==> config.mk <==
export PLATFORM = sky130hd
export DESIGN_NAME = light_phase_sequencer_flat
export DESIGN_NICKNAME = d
export VERILOG_FILES = /design/src/rtl/light_phase_sequencer_pkg.sv /design/src/rtl/light_phase_sequencer_if.sv /design/src/rtl/light_phase_sequencer_phase_timer.sv /design/src/rtl/light_phase_sequencer.sv /design/src/flat_wrapper.sv
export SDC_FILE = /design/constraint.sdc
export NUM_CORES = 1
export LEC_CHECK = 0
export CAP_MARGIN = 20
export CORE_ASPECT_RATIO = 1.4
export CORE_UTILIZATION = 29
export DETAILED_ROUTE_END_ITERATION = 6
export GPL_ROUTABILITY_DRIVEN = 1
export PLACE_DENSITY = 0.52
export SLEW_MARGIN = 20
export SYNTH_ARGS = -nofsm -noshare
export SYNTH_HDL_FRONTEND = slang
export SYNTH_SLANG_ARGS = --single-unit
==> constraint.sdc <==
create_clock -name clock -period 3.65 [get_ports clock]
set_clock_uncertainty 0.05 [all_clocks]
set_input_delay 0.5475 -clock clock [delete_from_list [all_inputs] [get_ports clock]]
set_output_delay 0.5475 -clock clock [all_outputs]
set_load 0.1 [all_outputs]
==> src/rtl/light_phase_sequencer_pkg.sv <==
// Shared phase encoding, timer width and phase-order helper for the light sequencer.
package light_pkg;
  localparam int TIMER_W   = 6;
  localparam int TIMER_MAX = (1 << TIMER_W) - 1;

  typedef enum logic [1:0] {
    GREEN  = 2'd0,
    YELLOW = 2'd1,
    RED    = 2'd2,
    MAINT  = 2'd3
  } phase_e;

  function automatic phase_e next_phase(input phase_e p);
    case (p)
      GREEN:   next_phase = YELLOW;
      YELLOW:  next_phase = RED;
      default: next_phase = GREEN;
    endcase
  endfunction
endpackage

==> src/rtl/light_phase_sequencer_if.sv <==
// Request inputs and lamp/timer outputs of the light sequencer; master drives requests, slave drives lamps.
interface light_phase_sequencer_if;
  import light_pkg::*;

  logic               enable;
  logic               ped_req;
  logic               maint_req;
  logic               green;
  logic               yellow;
  logic               red;
  logic [TIMER_W-1:0] timer;
  logic [1:0]         phase;
  logic               phase_done;
  logic               ped_ack;

  modport master (
    output enable, ped_req, maint_req,
    input  green, yellow, red, timer, phase, phase_done, ped_ack
  );

  modport slave (
    input  enable, ped_req, maint_req,
    output green, yellow, red, timer, phase, phase_done, ped_ack
  );
endinterface

==> src/rtl/light_phase_sequencer_phase_timer.sv <==
// Phase timer: registered count with hold > clear > load-1 > increment priority; at_limit is combinational.
module phase_timer
  import light_pkg::*;
(
  input  logic               clock,
  input  logic               reset_n,
  input  logic               hold,
  input  logic               clear,
  input  logic               load_one,
  input  logic [TIMER_W-1:0] limit,
  output logic [TIMER_W-1:0] count,
  output logic               at_limit
);

  always_ff @(posedge clock) begin
    if (!reset_n) begin
      count <= '0;
    end else if (!hold) begin
      if (clear)
        count <= '0;
      else if (load_one)
        count <= TIMER_W'(1);
      else
        count <= count + 1'b1;
    end
  end

  assign at_limit = (count == limit);

endmodule

==> src/rtl/light_phase_sequencer.sv <==
// GREEN->YELLOW->RED sequencer with pedestrian early exit and maintenance override; all outputs registered, 1-cycle.
// enable=0 freezes everything except ped_req capture; LIGHT_SEQ_FLASH_YELLOW_EN flashes yellow in MAINT.
module light_phase_sequencer
  import light_pkg::*;
#(
  parameter int GREEN_LEN  = 35,
  parameter int YELLOW_LEN = 5,
  parameter int RED_LEN    = 20,
  parameter int MIN_GREEN  = 10,
  parameter int FLASH_HALF = 2
)(
  input logic                    clock,
  input logic                    reset_n,
  light_phase_sequencer_if.slave bus
);

  if (GREEN_LEN < 1 || GREEN_LEN > TIMER_MAX ||
      YELLOW_LEN < 1 || YELLOW_LEN > TIMER_MAX ||
      RED_LEN < 1 || RED_LEN > TIMER_MAX ||
      MIN_GREEN < 1 || MIN_GREEN > GREEN_LEN ||
      FLASH_HALF < 1) begin : g_bad_cfg
    $fatal(1, "light_phase_sequencer: illegal phase length parameter");
  end

  phase_e             phase_q, phase_n;
  logic               ped_pending_q, ped_pending_n;
  logic               phase_done_q, phase_done_n;
  logic               ped_ack_q, ped_ack_n;
  logic               green_q, green_n;
  logic               yellow_q, yellow_n;
  logic               red_q, red_n;
  logic               tmr_clear, tmr_load_one, tmr_at_limit, early_exit;
  logic [TIMER_W-1:0] tmr_limit, tmr_count;

`ifdef LIGHT_SEQ_FLASH_YELLOW_EN
  localparam int FW = 16;
  logic [FW-1:0] flash_cnt_q, flash_cnt_n;
  logic          flash_on_q, flash_on_n;
`endif

  phase_timer u_timer (
    .clock    (clock),
    .reset_n  (reset_n),
    .hold     (!bus.enable),
    .clear    (tmr_clear),
    .load_one (tmr_load_one),
    .limit    (tmr_limit),
    .count    (tmr_count),
    .at_limit (tmr_at_limit)
  );

  always_comb begin
    case (phase_q)
      GREEN:   tmr_limit = TIMER_W'(GREEN_LEN);
      YELLOW:  tmr_limit = TIMER_W'(YELLOW_LEN);
      default: tmr_limit = TIMER_W'(RED_LEN);
    endcase
  end

  assign early_exit = (phase_q == GREEN) && ped_pending_q && (tmr_count >= TIMER_W'(MIN_GREEN));

  always_comb begin
    phase_n       = phase_q;
    ped_pending_n = ped_pending_q | bus.ped_req;
    phase_done_n  = 1'b0;
    ped_ack_n     = 1'b0;
    tmr_clear     = 1'b0;
    tmr_load_one  = 1'b0;

    if (bus.enable) begin
      if (phase_q == MAINT) begin
        if (!bus.maint_req) begin
          phase_n      = RED;
          tmr_load_one = 1'b1;
          phase_done_n = 1'b1;
        end else begin
          tmr_clear = 1'b1;
        end
      end else if (tmr_at_limit || early_exit) begin
        phase_done_n = 1'b1;
        // Maintenance wins the boundary; a pending pedestrian request survives it.
        if (bus.maint_req) begin
          phase_n   = MAINT;
          tmr_clear = 1'b1;
        end else begin
          phase_n      = next_phase(phase_q);
          tmr_load_one = 1'b1;
          if (early_exit) begin
            ped_pending_n = bus.ped_req;
            ped_ack_n     = 1'b1;
          end
        end
      end
    end

    green_n  = (phase_n == GREEN);
    yellow_n = (phase_n == YELLOW);
    red_n    = (phase_n == RED) || (phase_n == MAINT);

`ifdef LIGHT_SEQ_FLASH_YELLOW_EN
    flash_cnt_n = flash_cnt_q;
    flash_on_n  = flash_on_q;
    if (bus.enable && phase_n == MAINT) begin
      if (phase_q != MAINT) begin
        flash_cnt_n = '0;
        flash_on_n  = 1'b1;
      end else if (flash_cnt_q == FW'(FLASH_HALF - 1)) begin
        flash_cnt_n = '0;
        flash_on_n  = !flash_on_q;
      end else begin
        flash_cnt_n = flash_cnt_q + 1'b1;
      end
    end
    if (phase_n == MAINT) begin
      red_n    = 1'b0;
      yellow_n = flash_on_n;
    end
`endif
  end

  always_ff @(posedge clock) begin
    if (!reset_n) begin
      phase_q       <= GREEN;
      ped_pending_q <= 1'b0;
      phase_done_q  <= 1'b0;
      ped_ack_q     <= 1'b0;
      green_q       <= 1'b1;
      yellow_q      <= 1'b0;
      red_q         <= 1'b0;
`ifdef LIGHT_SEQ_FLASH_YELLOW_EN
      flash_cnt_q   <= '0;
      flash_on_q    <= 1'b0;
`endif
    end else begin
      phase_q       <= phase_n;
      ped_pending_q <= ped_pending_n;
      phase_done_q  <= phase_done_n;
      ped_ack_q     <= ped_ack_n;
      green_q       <= green_n;
      yellow_q      <= yellow_n;
      red_q         <= red_n;
`ifdef LIGHT_SEQ_FLASH_YELLOW_EN
      flash_cnt_q   <= flash_cnt_n;
      flash_on_q    <= flash_on_n;
`endif
    end
  end

  assign bus.phase      = phase_q;
  assign bus.timer      = tmr_count;
  assign bus.phase_done = phase_done_q;
  assign bus.ped_ack    = ped_ack_q;
  assign bus.green      = green_q;
  assign bus.yellow     = yellow_q;
  assign bus.red        = red_q;

endmodule
==> src/flat_wrapper.sv <==
// flat-port wrapper written by rule: the top's interface ports become plain ports
module light_phase_sequencer_flat import light_pkg::*;
#(
  parameter int GREEN_LEN  = 35,
  parameter int YELLOW_LEN = 5,
  parameter int RED_LEN    = 20,
  parameter int MIN_GREEN  = 10,
  parameter int FLASH_HALF = 2
)
  (clock, reset_n, bus_enable, bus_ped_req, bus_maint_req, bus_green, bus_yellow, bus_red, bus_timer, bus_phase, bus_phase_done, bus_ped_ack);
  light_phase_sequencer_if bus_i ();
  input logic clock;
  input logic reset_n;
  input wire logic [$bits(bus_i.enable)-1:0] bus_enable;
  input wire logic [$bits(bus_i.ped_req)-1:0] bus_ped_req;
  input wire logic [$bits(bus_i.maint_req)-1:0] bus_maint_req;
  output wire logic [$bits(bus_i.green)-1:0] bus_green;
  output wire logic [$bits(bus_i.yellow)-1:0] bus_yellow;
  output wire logic [$bits(bus_i.red)-1:0] bus_red;
  output wire logic [$bits(bus_i.timer)-1:0] bus_timer;
  output wire logic [$bits(bus_i.phase)-1:0] bus_phase;
  output wire logic [$bits(bus_i.phase_done)-1:0] bus_phase_done;
  output wire logic [$bits(bus_i.ped_ack)-1:0] bus_ped_ack;
  assign bus_i.enable = bus_enable;
  assign bus_i.ped_req = bus_ped_req;
  assign bus_i.maint_req = bus_maint_req;
  assign bus_green = bus_i.green;
  assign bus_yellow = bus_i.yellow;
  assign bus_red = bus_i.red;
  assign bus_timer = bus_i.timer;
  assign bus_phase = bus_i.phase;
  assign bus_phase_done = bus_i.phase_done;
  assign bus_ped_ack = bus_i.ped_ack;
  light_phase_sequencer #(.GREEN_LEN(GREEN_LEN), .YELLOW_LEN(YELLOW_LEN), .RED_LEN(RED_LEN), .MIN_GREEN(MIN_GREEN), .FLASH_HALF(FLASH_HALF)) u_core (.clock(clock), .reset_n(reset_n), .bus(bus_i));
endmodule
# Word level (Yosys, flattened, before mapping)
# Cells that the tools add are included.
dict set report word_totals {
  register_bits 14
  latch_bits 0
  mem_bits_rw 0
  romBits 0
  input_bits 5
  out_inout_bits 13
  word_cells 53
  memories 0
}
dict set report classes {
  add_sub_neg 1
  mul 0
  n_div 0
  n_lt_le_gt_ge 1
  eq_ne 6
  shifts 0
  muxes 25
  n_bitwise 4
  reduce_logical 8
}
# operator count
set op_table {}
lappend op_table {{$mux W1} 16}
lappend op_table {{$mux W6} 2}
lappend op_table {{$pmux W6 S2} 1}
lappend op_table {{$mux W2} 5}
lappend op_table {{$add A6 B1 Y6 const B} 1}
lappend op_table {{$eq A2 B2 Y1 const B} 3}
lappend op_table {{$eq A6 B6 Y1} 1}
lappend op_table {{$ge A6 B4 Y1 const B} 1}
lappend op_table {{$reduce_or A5 Y1} 1}
lappend op_table {{$eq A2 B1 Y1 const B} 2}
lappend op_table {{$logic_not A2 Y1} 2}
lappend op_table {{$pmux W2 S2} 1}
lappend op_table {{$not A1 Y1} 3}
lappend op_table {{$logic_and A1 B1 Y1} 2}
lappend op_table {{$logic_or A1 B1 Y1} 2}
lappend op_table {{$reduce_and A2 Y1} 1}
lappend op_table {{$or A1 B1 Y1} 1}

# Longest topological paths before layout
# Gate-level depths: netlist (run 1).
dict set report depth {
  ltp_word 9
  ltp_mapped 7
  mapped_depth_nobuf 7
}

# By module
# A second synthesis (run 1) with hierarchy kept.
dict set report hier_totals {
  cells_unflattened 88
  hier_area_um2 774.5
}
# mod instances cells_each area_each_um2 seq_area_each_um2
set modules_own_cells {}
lappend modules_own_cells {light_phase_sequencer 1 45 397.9 160.2}
lappend modules_own_cells {phase_timer 1 43 376.6 120.1}

# Worst setup path after synthesis (run 1)
# No wires, ideal clock.
dict set report synth_path {
  path_kind {register -> register}
  startpoint {reg u_core.u_timer.count[0]}
  endpoint {reg u_core.u_timer.count[0]}
  arrival_ns 2.433
  t_required_ns 3.458
  setup_slack_ns 1.026
  stages_incl_launch_ff 8
  n_path_buf 0
  period_less_slack_ns 2.624
  cell_sequence {dfxtp_1 inv_1 ha_1 o31a_1 o311ai_4 o311ai_2 nand4b_1 o211ai_1}
}
dict set report synth_via {
  elab_chain_len 8
  elab_cells_between_ends 13
  classes_between {add/sub: 1; order compare: 1; eq/ne: 1; mux: 8; reduce/logical: 2}
}
# item line_no
set synth_lines {}
lappend synth_lines {{from (decl)} light_phase_sequencer_phase_timer.sv:11} ;# output logic [TIMER_W-1:0] count,
lappend synth_lines {{from (signal assigned)} light_phase_sequencer_phase_timer.sv:24} ;# count <= count + 1'b1;
lappend synth_lines {{$ge A6 B4 Y1} light_phase_sequencer.sv:60} ;# assign early_exit = (phase_q == GREEN) && ped_pending_q && (tmr_count >= TIMER_W'(MIN_GREEN));
lappend synth_lines {{$logic_and A1 B1 Y1} light_phase_sequencer.sv:60}
lappend synth_lines {{$logic_or A1 B1 Y1} light_phase_sequencer.sv:79} ;# end else if (tmr_at_limit || early_exit) begin
lappend synth_lines {{$mux W1} light_phase_sequencer.sv:79}
lappend synth_lines {{$mux W1} light_phase_sequencer.sv:71} ;# if (phase_q == MAINT) begin
lappend synth_lines {{$mux W1} light_phase_sequencer.sv:70} ;# if (bus.enable) begin
lappend synth_lines {{$mux W6} light_phase_sequencer_phase_timer.sv:21} ;# else if (load_one)
lappend synth_lines {{$mux W6 (*)} light_phase_sequencer_phase_timer.sv:19} ;# if (clear)
# Mark *: on every way between the ends. The rest lies on a longest branch, timed or not.
# A chain may end at the register's enable or synchronous reset.

# Worst setup path after layout (run 1)
dict set report layout_path {
  startpoint {reg u_core.phase_q[1], in the netlist u_core.bus.phase[1]}
  endpoint {out bus_phase[1]}
}
# item line_no
set layout_rtl {}
lappend layout_rtl {{from (decl)} light_phase_sequencer.sv:25} ;# phase_e phase_q, phase_n;
lappend layout_rtl {{from (signal assigned)} light_phase_sequencer.sv:135} ;# phase_q <= phase_n;
lappend layout_rtl {{to (decl)} flat_wrapper.sv:21} ;# output wire logic [$bits(bus_i.phase)-1:0] bus_phase;
# No word-level cell between the ends.

==> results of run 1 <==
## metrics by stage
stage               total power [mW]  instances  setup WS [ns]
global route                   0.311        128          0.899
finish                         0.291        128          0.981
global placement               0.212        125           1.17
floorplan                      0.198         79           1.03
CTS                            0.299        128          0.966
detailed placement             0.212        125           1.14
## layer usage
metal | routed length, um | part of all wire, % | vias up | global-route usage (%)
met5 | 0 | 0 | - | 0
met4 | 25 | 1.6 | 0 | 5.51
met3 | 79 | 4.9 | 4 | 2.87
met2 | 767 | 48 | 21 | 20.0
met1 | 723 | 45 | 314 | 15.9
li1 | - | - | 334 | -
## state kept, by name (all words and copies together), names as in the netlist
register / count
u_core.bus.phase: 2
u_core.u_timer.count: 6
u_core.bus.phase_done: 1
u_core.bus.green: 1
u_core.bus.yellow: 1
u_core.bus.red: 1
u_core.bus.ped_ack: 1
u_core.ped_pending_q: 1
## cells in the mapped netlist (all sizes together)
library cell / count / share of area [%]
o221a: 1 / 1.4
o31a: 2 / 2.3
inv: 1 / 0.48
nor2: 3 / 2.4
o21a: 2 / 1.9
o211ai: 1 / 0.96
nand4b: 3 / 3.4
mux2i: 2 / 2.6
nor3: 2 / 1.3
nor3b: 3 / 3.5
and3: 1 / 0.80
nand2: 3 / 1.4
clkbuf: 2 / 0.96
a21oi: 7 / 4.5
nor2b: 1 / 0.80
a31o: 4 / 4.5
and2: 1 / 0.80
nand3b: 2 / 1.9
or4b: 2 / 2.6
nand2b: 1 / 0.80
a22oi: 1 / 0.96
nand3: 6 / 3.9
ha: 2 / 3.2
a31oi: 1 / 0.80
o21ai: 1 / 0.64
buf: 3 / 2.3
dfxtp: 14 / 36
o311ai: 3 / 6.6
o32ai: 1 / 3.5
and3b: 2 / 2.3
clkinv: 1 / 0.48
## cells by family (layout without fill, tap and decap cells)
family                     count (synthesis)  in the layout
and+or+nand+nor                           30             30
AOI/OAI and AO/OA                         24             24
DFF                                       14             14
buffers and inverters                      7             22
adders and majority gates                  2              2
muxes                                      2              2
## layout make-up
type / instances / area [sq um] / share of cell area (%)
tap: 34 / 42.5 / 4.30
sequential: 14 / 280 / 28.4
clock buffer: 3 / 22.5 / 2.28
multi-input combinational: 58 / 465 / 47.1
inverter: 2 / 7.51 / 0.759
timing repair buffer: 17 / 170 / 17.2
## power by group through the flow
stage                     sequential [mW]  combinational, mW  clock [mW]
final                               0.161             0.0464      0.0835
after global routing                0.162             0.0498      0.0992
after CTS                           0.162             0.0468      0.0900
after detailed placement            0.165             0.0465           0
after global placement              0.165             0.0465           0
after floorplan                     0.181             0.0170           0
## final timing paths
kind                           start                      end  slack, ns  cells past startpoint
max reg2reg  u_core.u_timer.count[0]  u_core.u_timer.count[0]       1.51                      7
min             u_core.ped_pending_q       u_core.bus.ped_ack       0.50                      2
max              u_core.bus.phase[1]             bus_phase[1]       0.98                      1
min reg2reg     u_core.ped_pending_q       u_core.bus.ped_ack       0.50                      2
==> summary.txt, run 1 <==
Worst setup path
  – Crit-path max FO: 11
  – CP bufs+invs: 1
  – Setup crit end kind: output pin
  – CP startpoint kind: flip-flop
  – CP Cell Sequence: clkdlybuf4s50_1
  – Worst EP arrival: 2.07 ns
  – Crit path kind: flip-flop to output pin
  – Critical Path RT: 3.05 ns
  – CP delay by family, top: buffers and inverters
  – Critical Path Max Stage Delay: 1.21 ns
  – Slowest stage cell, crit path: clkdlybuf4s50_1

CTS
  – CTS Buf Count: 3
  – CTS Root Cell: clkbuf_4
  – H-tree depth: 1
  – # Post-CTS Setup Buffers: 0
  – Hold_buf cts: 0
  – Clock transition at the registers of the reported paths: 0.08 ns
  – CTS tree: yes
  – CTS max path bufs: 2
  – CTS Sinks: 14
  – Post-CTS Resized: 0
  – Worst-Skew Late Latency: 0.27 ns

Global routing
  – First-pass GRT wire length: 2.80 mm
  – Initial antenna violation count: 0
  – Largest net degree at the start of global routing: 23
  – Total GRT Usage: 12.7%
  – Vias in the first global route: 600
  – GRT overflow: 0

Placement
  – Post-DP Area: 966 sq um
  – GP Congestion: 0.727
  – Number of buffers added on ports: 17
  – Post-DP HPWL: 1.10 mm

STA
  – Period utilisation layout: 73.1%
  – WHS: 0.496 ns
  – Setup violators final: 0
  – Fin. max-slew vios: 0
  – Peak Freq: 0.375 GHz
  – Min cycle time layout: 2.67 ns
  – Final Hold Vio Count: 0
  – Slew margin rel.: 35.3%
  – RSZ-0062 raised after global routing: false
  – Worst Max-Slew Pin Slew: 0.968 ns
  – Setup_tns: 0 ns

Synth
  – Adder-Cell Fraction of Synth Area: 3.22%
  – Ys Warns: 0
  – Syn avg cell area: 9.85 sq um
  – Cell variety after synth: 37
  – Post-Synth XOR/XNOR Area: 0%
  – Synth Area in Compound Gates: 28.1%
  – Main combinational cell family by area after synthesis: compound AO/OA/AOI/OAI gates
  – Mapped Nets: 86
  – Synth Instances: 79
  – Mux cell area share after synthesis: 2.57%
  – #FFs+latches synth: 14
  – Post-Syn Area: 778 sq um
  – Post-synthesis simple-gate area fraction: 25.9%
  – Seq/Total Area, Yosys: 36.0%

Layout
  – Area Growth Syn to Fin: 27.0%
  – Utilization after layout: 40.0%
  – Final instance area: 988 sq um
  – Commonest non-fill, non-tap cells in the layout: clkdlybuf4s50_1, dfxtp_1, a21oi_1
  – Layout net count: 103
  – Fill count: 275
  – Share of layout cells above drive strength 1: 9.57%
  – Commonest non-fill, non-tap cell in the layout: clkdlybuf4s50_1
  – Antenna Cells: 0

Status
  – Status: complete, no violations

Pwr
  – Gate power share: 15.9%
  – Switch share: 28.4%
  – Flop pwr share: 55.4%
  – Switching power total: 0.0827 mW
  – Pwr per Cell Area: 295 mW/mm^2
  – Clock Power Share: 28.7%
  – Internal Power: 0.209 mW
  – Max IR drop VDD: 0.000175 V
  – Leak: 0.328 nW

Routing
  – DR vias/cell: 5.26
  – Iter 0 DRT Violations: 11
  – Vias: 673
  – DRC: 0
  – First-pass DRT Iterations: 4
  – Post-DRT Antenna Nets: 0
  – Routed wire length: 1.60 mm
  – Routed len/inst: 12.5 um

Floorplan
  – Core Box Area: 0.00247 sq mm
  – Die area: 0.00290 sq mm
  – I/O pin count: 18
  – Row count: 21
  – Die Ht: 63.3 um
  – Initial Utilization: 31.5%
  – Die W: 45.8 um

Run
  – Max-Cap Viols: 0

Hold path
  – Hold Path Class: flip-flop to flip-flop
(Power assumes the default switching activity.)
==> run 2: changes to the inputs <==
==> constraint.sdc (replaced) <==
create_clock -name clock -period 2.8 [get_ports clock]
set_clock_uncertainty 0.05 [all_clocks]
set_input_delay 0.42 -clock clock [delete_from_list [all_inputs] [get_ports clock]]
set_output_delay 0.42 -clock clock [all_outputs]
set_load 0.1 [all_outputs]
==> run 2 against run 1 <==
Largest cell class unchanged. Via count is 2.7% higher. Power grew 45%. Sequential power grew 30%. Critical path type is now flip-flop to flip-flop. Count of clock-buffer cells in the layout rose by 1.
==> summary.txt, run 2 (synthesis gave the netlist of run 1 again) <==
Global routing
  – First-pass GRT wire length: 3.04 mm (was 2.80 mm)
  – Initial antenna violation count: 0 (unchanged)
  – Largest net degree at the start of global routing: 17 (was 23)
  – Total GRT Usage: 14.1% (was 12.7%)
  – Vias in the first global route: 680 (was 600)
  – GRT overflow: 0 (unchanged)

STA
  – Final Hold Vio Count: 0 (unchanged)
  – Peak Freq: 0.480 GHz
  – Period utilisation layout: 74.5%
  – Fin. max-slew vios: 0 (unchanged)
  – RSZ-0062 raised after global routing: false (unchanged)
  – Setup_tns: 0 ns (unchanged)
  – Worst Max-Slew Pin Slew: 0.628 ns (was 0.968 ns)
  – Setup violators final: 0 (unchanged)
  – Worst Setup Slack, final: 0.715 ns (was 0.981 ns)
  – Slew margin rel.: 58.1% (was 35.3%)
  – Min cycle time layout: 2.08 ns

Placement
  – Post-DP HPWL: 1.18 mm (was 1.10 mm)
  – Pre-CTS setup slack: 0.632 ns (was 1.14 ns)
  – GP Congestion: 0.723 (was 0.727)
  – Post-DP Area: 948 sq um (was 966 sq um)
  – Number of buffers added on ports: 17 (unchanged)

CTS
  – CTS Sinks: 14 (unchanged)
  – H-tree depth: 1 (unchanged)
  – CTS max path bufs: 2 (unchanged)
  – Worst-Skew Late Latency: 0.28 ns (was 0.27 ns)
  – Clock transition at the registers of the reported paths: 0.09 ns (was 0.08 ns)
  – CTS Root Cell: clkbuf_4 (unchanged)
  – CTS Buf Count: 3 (unchanged)
  – CTS tree: yes (unchanged)
  – Hold_buf cts: 0 (unchanged)
  – Post-CTS Resized: 0 (unchanged)
  – # Post-CTS Setup Buffers: 0 (unchanged)

Layout
  – Share of layout cells above drive strength 1: 25.8% (was 9.57%)
  – Commonest non-fill, non-tap cell in the layout: buf_4 (was clkdlybuf4s50_1)
  – Final instance area: 985 sq um (was 988 sq um)
  – Largest register FFs: 6 (unchanged)
  – Fill count: 278 (was 275)
  – Commonest non-fill, non-tap cells in the layout: buf_4, dfxtp_1, a21oi_1 (was clkdlybuf4s50_1, dfxtp_1, a21oi_1)
  – Area Growth Syn to Fin: 26.5% (was 27.0%)
  – Antenna Cells: 0 (unchanged)
  – Layout net count: 105 (was 103)
  – Largest Register: u_core.u_timer.count (unchanged)

Floorplan
  – Die Ht: 63.3 um (unchanged)
  – Initial Utilization: 31.5% (unchanged)
  – Die area: 0.00290 sq mm (unchanged)
  – Core Box Area: 0.00247 sq mm (unchanged)
  – Row count: 21 (unchanged)
  – I/O pin count: 18 (unchanged)
  – Die W: 45.8 um (unchanged)

Worst setup path
  – CP delay by family, top: compound AO/OA/AOI/OAI gates (was buffers and inverters)
  – Crit path kind: flip-flop to flip-flop (was flip-flop to output pin)
  – Critical Path Max Stage Delay: 0.44 ns (was 1.21 ns)
  – Critical Path RT: 2.99 ns (was 3.05 ns)
  – CP Cell Sequence: inv_1 > ha_1 > o31a_1 > o311ai_4 > o311ai_2 > nor3_1 > o21a_1 (was clkdlybuf4s50_1)
  – Crit-path max FO: 8 (was 11)
  – CP startpoint kind: flip-flop (unchanged)
  – Slowest stage cell, crit path: dfxtp_1 (was clkdlybuf4s50_1)
  – Worst EP arrival: 2.27 ns (was 2.07 ns)
  – Setup crit end kind: flip-flop (was output pin)
  – CP bufs+invs: 1 (unchanged)

Routing
  – DR vias/cell: 5.27 (was 5.26)
  – DRC: 0 (unchanged)
  – First-pass DRT Iterations: 4 (unchanged)
  – Post-DRT Antenna Nets: 0 (unchanged)
  – Iter 0 DRT Violations: 17 (was 11)
  – Routed len/inst: 13.2 um (was 12.5 um)
  – Vias: 691 (was 673)
  – Routed wire length: 1.73 mm (was 1.60 mm)

Pwr
  – Clock Power Share: 35.4% (was 28.7%)
  – Pwr per Cell Area: 428 mW/mm^2 (was 295 mW/mm^2)
  – Gate power share: 14.7% (was 15.9%)
  – Leak: 0.368 nW (was 0.328 nW)
  – Switching power total: 0.119 mW (was 0.0827 mW)
  – Flop pwr share: 49.9% (was 55.4%)
  – Max IR drop VDD: 0.000169 V (was 0.000175 V)
  – Switch share: 28.3% (was 28.4%)
  – Internal Power: 0.302 mW (was 0.209 mW)

Hold path
  – Hold Path Class: flip-flop to flip-flop (unchanged)

Status
  – Status: complete, no violations (unchanged)

Run
  – Max-Cap Viols: 0 (unchanged)
-- run 2: changes by cell type in the layout (fill, tap and decap cells not counted) --
| cell | change |
|---|---|
| buf_4 | +15 |
| clkbuf_8 | +1 |
| clkdlybuf4s50_1 | -13 |
-- run 2: cell type report --
class                      count  area (sq um)  area share (%)
tap                           34          42.5            4.32
multi-input combinational     58           465            47.3
inverter                       2          7.51           0.762
sequential                    14           280            28.5
clock buffer                   4          36.3            3.68
timing repair buffer          19           153            15.5
-- run 2: routing by layer --
layer	GRT usage, %	share of wire (%)	vias up
met3	2.58	4.6	5
met4	6.62	2.2	0
met1	17.3	46	318
met2	22.7	48	24
li1	-	-	344
met5	0	0	-
-- run 2: tightest hold or removal path: stages (launching register included) --
cell	delay [ns]
dfxtp_1	0.34
o311ai_4	0.10
nor3_1	0.07
-- run 2: per-stage QoR --
| step | hold slack [ns] | power [mW] | util, % | cells |
|---|---|---|---|---|
| after global placement | 0.499 | 0.278 | 38.4 | 127 |
| after detailed placement | 0.498 | 0.278 | 38.4 | 127 |
| final | 0.502 | 0.421 | 39.9 | 131 |
| after global routing | 0.527 | 0.444 | 39.9 | 131 |
| after floorplan | 0.448 | 0.258 | - | 79 |
| after CTS | 0.509 | 0.429 | 39.9 | 131 |
-- run 2: path summary, 6_finish.rpt --
path                           start                 endpoint  slack (ns)  cells past startpoint
min reg2reg     u_core.ped_pending_q       u_core.bus.ped_ack        0.50                      2
max          u_core.u_timer.count[0]  u_core.u_timer.count[1]        0.72                      7
min             u_core.ped_pending_q       u_core.bus.ped_ack        0.50                      2
max reg2reg  u_core.u_timer.count[0]  u_core.u_timer.count[1]        0.72                      7
-- run 2: power groups by stage --
stage	Clock (mW)	Combinational [mW]	Sequential, mW
floorplan	0	0.0222	0.236
global placement	0	0.0632	0.215
detailed placement	0	0.0626	0.215
CTS	0.155	0.0628	0.211
global route	0.165	0.0674	0.212
finish	0.149	0.0620	0.210
==> run 3: changes to the inputs <==
==> constraint.sdc (replaced) <==
create_clock -name clock -period 2.2 [get_ports clock]
set_clock_uncertainty 0.05 [all_clocks]
set_input_delay 0.33 -clock clock [delete_from_list [all_inputs] [get_ports clock]]
set_output_delay 0.33 -clock clock [all_outputs]
set_load 0.1 [all_outputs]
==> run 3 against run 2 <==
Count of clock-buffer cells in the layout unchanged. Power increased by 28%. Critical path depth unchanged. Non-clock buffer count increased by 1. Wire length increased by 7.2%. Highest routed layer unchanged. Sequential cell count unchanged.
==> summary.txt, run 3 (synthesis gave the netlist of run 1 again) <==
Pwr
  – Max IR drop VDD: 0.000249 V (was 0.000169 V)
  – Switch share: 28.6% (was 28.3%)
  – Switching power total: 0.155 mW (was 0.119 mW)
  – Pwr per Cell Area: 539 mW/mm^2 (was 428 mW/mm^2)
  – Internal Power: 0.386 mW (was 0.302 mW)
  – Flop pwr share: 49.6% (was 49.9%)
  – Leak: 0.377 nW (was 0.368 nW)
  – Clock Power Share: 35.2% (was 35.4%)
  – Gate power share: 15.3% (was 14.7%)
  – Total Power: 0.541 mW (was 0.421 mW)

CTS
  – Post-CTS Resized: 0 (unchanged)
  – Clock transition at the registers of the reported paths: 0.09 ns (about the same)
  – # Post-CTS Setup Buffers: 0 (unchanged)
  – CTS Sinks: 14 (unchanged)
  – Hold_buf cts: 0 (unchanged)
  – CTS max path bufs: 2 (unchanged)
  – CTS tree: yes (unchanged)
  – Worst-Skew Late Latency: 0.27 ns (was 0.28 ns)
  – CTS Buf Count: 3 (unchanged)
  – CTS Root Cell: clkbuf_4 (unchanged)
  – H-tree depth: 1 (unchanged)

STA
  – Peak Freq: 0.502 GHz (was 0.480 GHz)
  – Slew margin rel.: 56.2% (was 58.1%)
  – Fin. max-slew vios: 0 (unchanged)
  – Min cycle time layout: 1.99 ns (was 2.08 ns)
  – Setup_tns: 0 ns (unchanged)
  – Setup violators final: 0 (unchanged)
  – Period utilisation layout: 90.6% (was 74.5%)
  – Worst Max-Slew Pin Slew: 0.655 ns (was 0.628 ns)
  – Final Hold Vio Count: 0 (unchanged)
  – RSZ-0062 raised after global routing: false (unchanged)
  – Worst Setup Slack, final: 0.206 ns (was 0.715 ns)
  – WHS: 0.507 ns (was 0.502 ns)

Layout
  – Utilization after layout: 40.7% (was 39.9%)
  – Commonest non-fill, non-tap cell in the layout: buf_4 (unchanged)
  – Area Growth Syn to Fin: 29.1% (was 26.5%)
  – Non-Filler Instances: 132 (was 131)
  – Commonest non-fill, non-tap cells in the layout: buf_4, a21oi_1, dfxtp_2 (was buf_4, dfxtp_1, a21oi_1)
  – Antenna Cells: 0 (unchanged)
  – Layout net count: 106 (was 105)
  – Fill count: 275 (was 278)
  – Largest Register: u_core.u_timer.count (unchanged)
  – Final instance area: 0.00100 sq mm (was 985 sq um)
  – Share of layout cells above drive strength 1: 34.7% (was 25.8%)
  – Largest register FFs: 6 (unchanged)

Global routing
  – Vias in the first global route: 719 (was 680)
  – Initial antenna violation count: 0 (unchanged)
  – Largest net degree at the start of global routing: 18 (was 17)
  – GRT overflow: 0 (unchanged)
  – First-pass GRT wire length: 3.30 mm (was 3.04 mm)
  – Total GRT Usage: 15.0% (was 14.1%)

Worst setup path
  – Critical Path RT: 2.37 ns (was 2.99 ns)
  – CP Cell Sequence: inv_1 > ha_1 > o31a_1 > o311ai_4 > o311ai_2 > nor3_1 > o21a_1 (unchanged)
  – RR Startpoint: u_core.u_timer.count[0] (unchanged)
  – Crit-path max FO: 8 (unchanged)
  – Setup crit end kind: flip-flop (unchanged)
  – Slowest stage cell, crit path: dfxtp_4 (was dfxtp_1)
  – Reg-to-reg critical path endpoint: u_core.u_timer.count[1] (unchanged)
  – R2r worst-path depth: 7 (unchanged)
  – CP delay by family, top: compound AO/OA/AOI/OAI gates (unchanged)
  – Worst EP arrival: 2.17 ns (was 2.27 ns)
  – CP bufs+invs: 1 (unchanged)
  – Critical Path Max Stage Delay: 0.39 ns (was 0.44 ns)
  – CP startpoint kind: flip-flop (unchanged)
  – Crit path kind: flip-flop to flip-flop (unchanged)
  – R2R Setup Slk: 0.21 ns (was 0.72 ns)

Floorplan
  – Die W: 45.8 um (unchanged)
  – I/O pin count: 18 (unchanged)
  – Die Ht: 63.3 um (unchanged)
  – Row count: 21 (unchanged)
  – Initial Utilization: 31.5% (unchanged)
  – Die area: 0.00290 sq mm (unchanged)
  – Core Box Area: 0.00247 sq mm (unchanged)

Run
  – Max-Cap Viols: 0 (unchanged)

Routing
  – DR vias/cell: 5.30 (was 5.27)
  – Routed len/inst: 14.0 um (was 13.2 um)
  – Vias: 699 (was 691)
  – First-pass DRT Iterations: 5 (was 4)
  – DRC: 0 (unchanged)
  – Post-DRT Antenna Nets: 0 (unchanged)
  – Routed wire length: 1.85 mm (was 1.73 mm)
  – Iter 0 DRT Violations: 4 (was 17)

Placement
  – Post-Place Cells: 128 (was 127)
  – Pre-CTS setup slack: 0.212 ns (was 0.632 ns)
  – Number of buffers added on ports: 17 (unchanged)
  – GP Congestion: 0.792 (was 0.723)
  – Post-DP Area: 968 sq um (was 948 sq um)
  – Post-DP HPWL: 1.31 mm (was 1.18 mm)

Hold path
  – Hold endpoint: u_core.bus.ped_ack (unchanged)
  – Hold Path Class: flip-flop to flip-flop (unchanged)
  – Hold Crit Start: u_core.ped_pending_q (unchanged)
  – Worst hold stages: 2 (unchanged)

Status
  – Status: complete, no violations (unchanged)
[run 3: per-layer routing]
| layer | vias up | share of wire [%] | global-route usage (%) |
|---|---|---|---|
| met4 | 0 | 0.76 | 4.41 |
| li1 | 344 | - | - |
| met2 | 15 | 51 | 25.2 |
| met1 | 338 | 45 | 18.9 |
| met5 | - | 0 | 0 |
| met3 | 2 | 3.7 | 2.58 |
[run 3: area by class of cell]
class / count / area [sq um] / area share [%]
multi-input cells: 58 / 465 / 46.3
flip-flops and latches: 14 / 293 / 29.1
repair buffers: 20 / 160 / 15.9
well taps: 34 / 42.5 / 4.23
clock buffers: 4 / 36.3 / 3.61
inverters: 2 / 7.51 / 0.747
[run 3: worst register-to-register path, delay by kind of cell, from the launching register on]
kind / cells / cell delay (ns)
and+or+nand+nor: 1 / 0.23
buffers and inverters: 1 / 0.06
AOI/OAI and AO/OA: 4 / 1.04
adders and majority gates: 1 / 0.19
DFF: 1 / 0.39
[run 3: worst max path at each step]
stage                                  startpoint                       to  slack [ns]  cells after the start
after floorplan           u_core.u_timer.count[0]      u_core.bus.phase[0]        0.14                      7
after global placement                 bus_enable      u_core.bus.phase[0]        0.23                      6
after detailed placement               bus_enable      u_core.bus.phase[0]        0.21                      6
after CTS                 u_core.u_timer.count[0]  u_core.u_timer.count[1]        0.20                      7
after global routing      u_core.u_timer.count[0]  u_core.u_timer.count[0]        0.08                      7
final                     u_core.u_timer.count[0]  u_core.u_timer.count[1]        0.21                      7
[run 3: power groups by stage]
stage,clock (mW),combinational (mW),sequential [mW]
floorplan,0,0.0280,0.301
global placement,0,0.0829,0.274
detailed placement,0,0.0831,0.274
CTS,0.197,0.0832,0.268
global route,0.214,0.0893,0.270
finish,0.190,0.0828,0.268
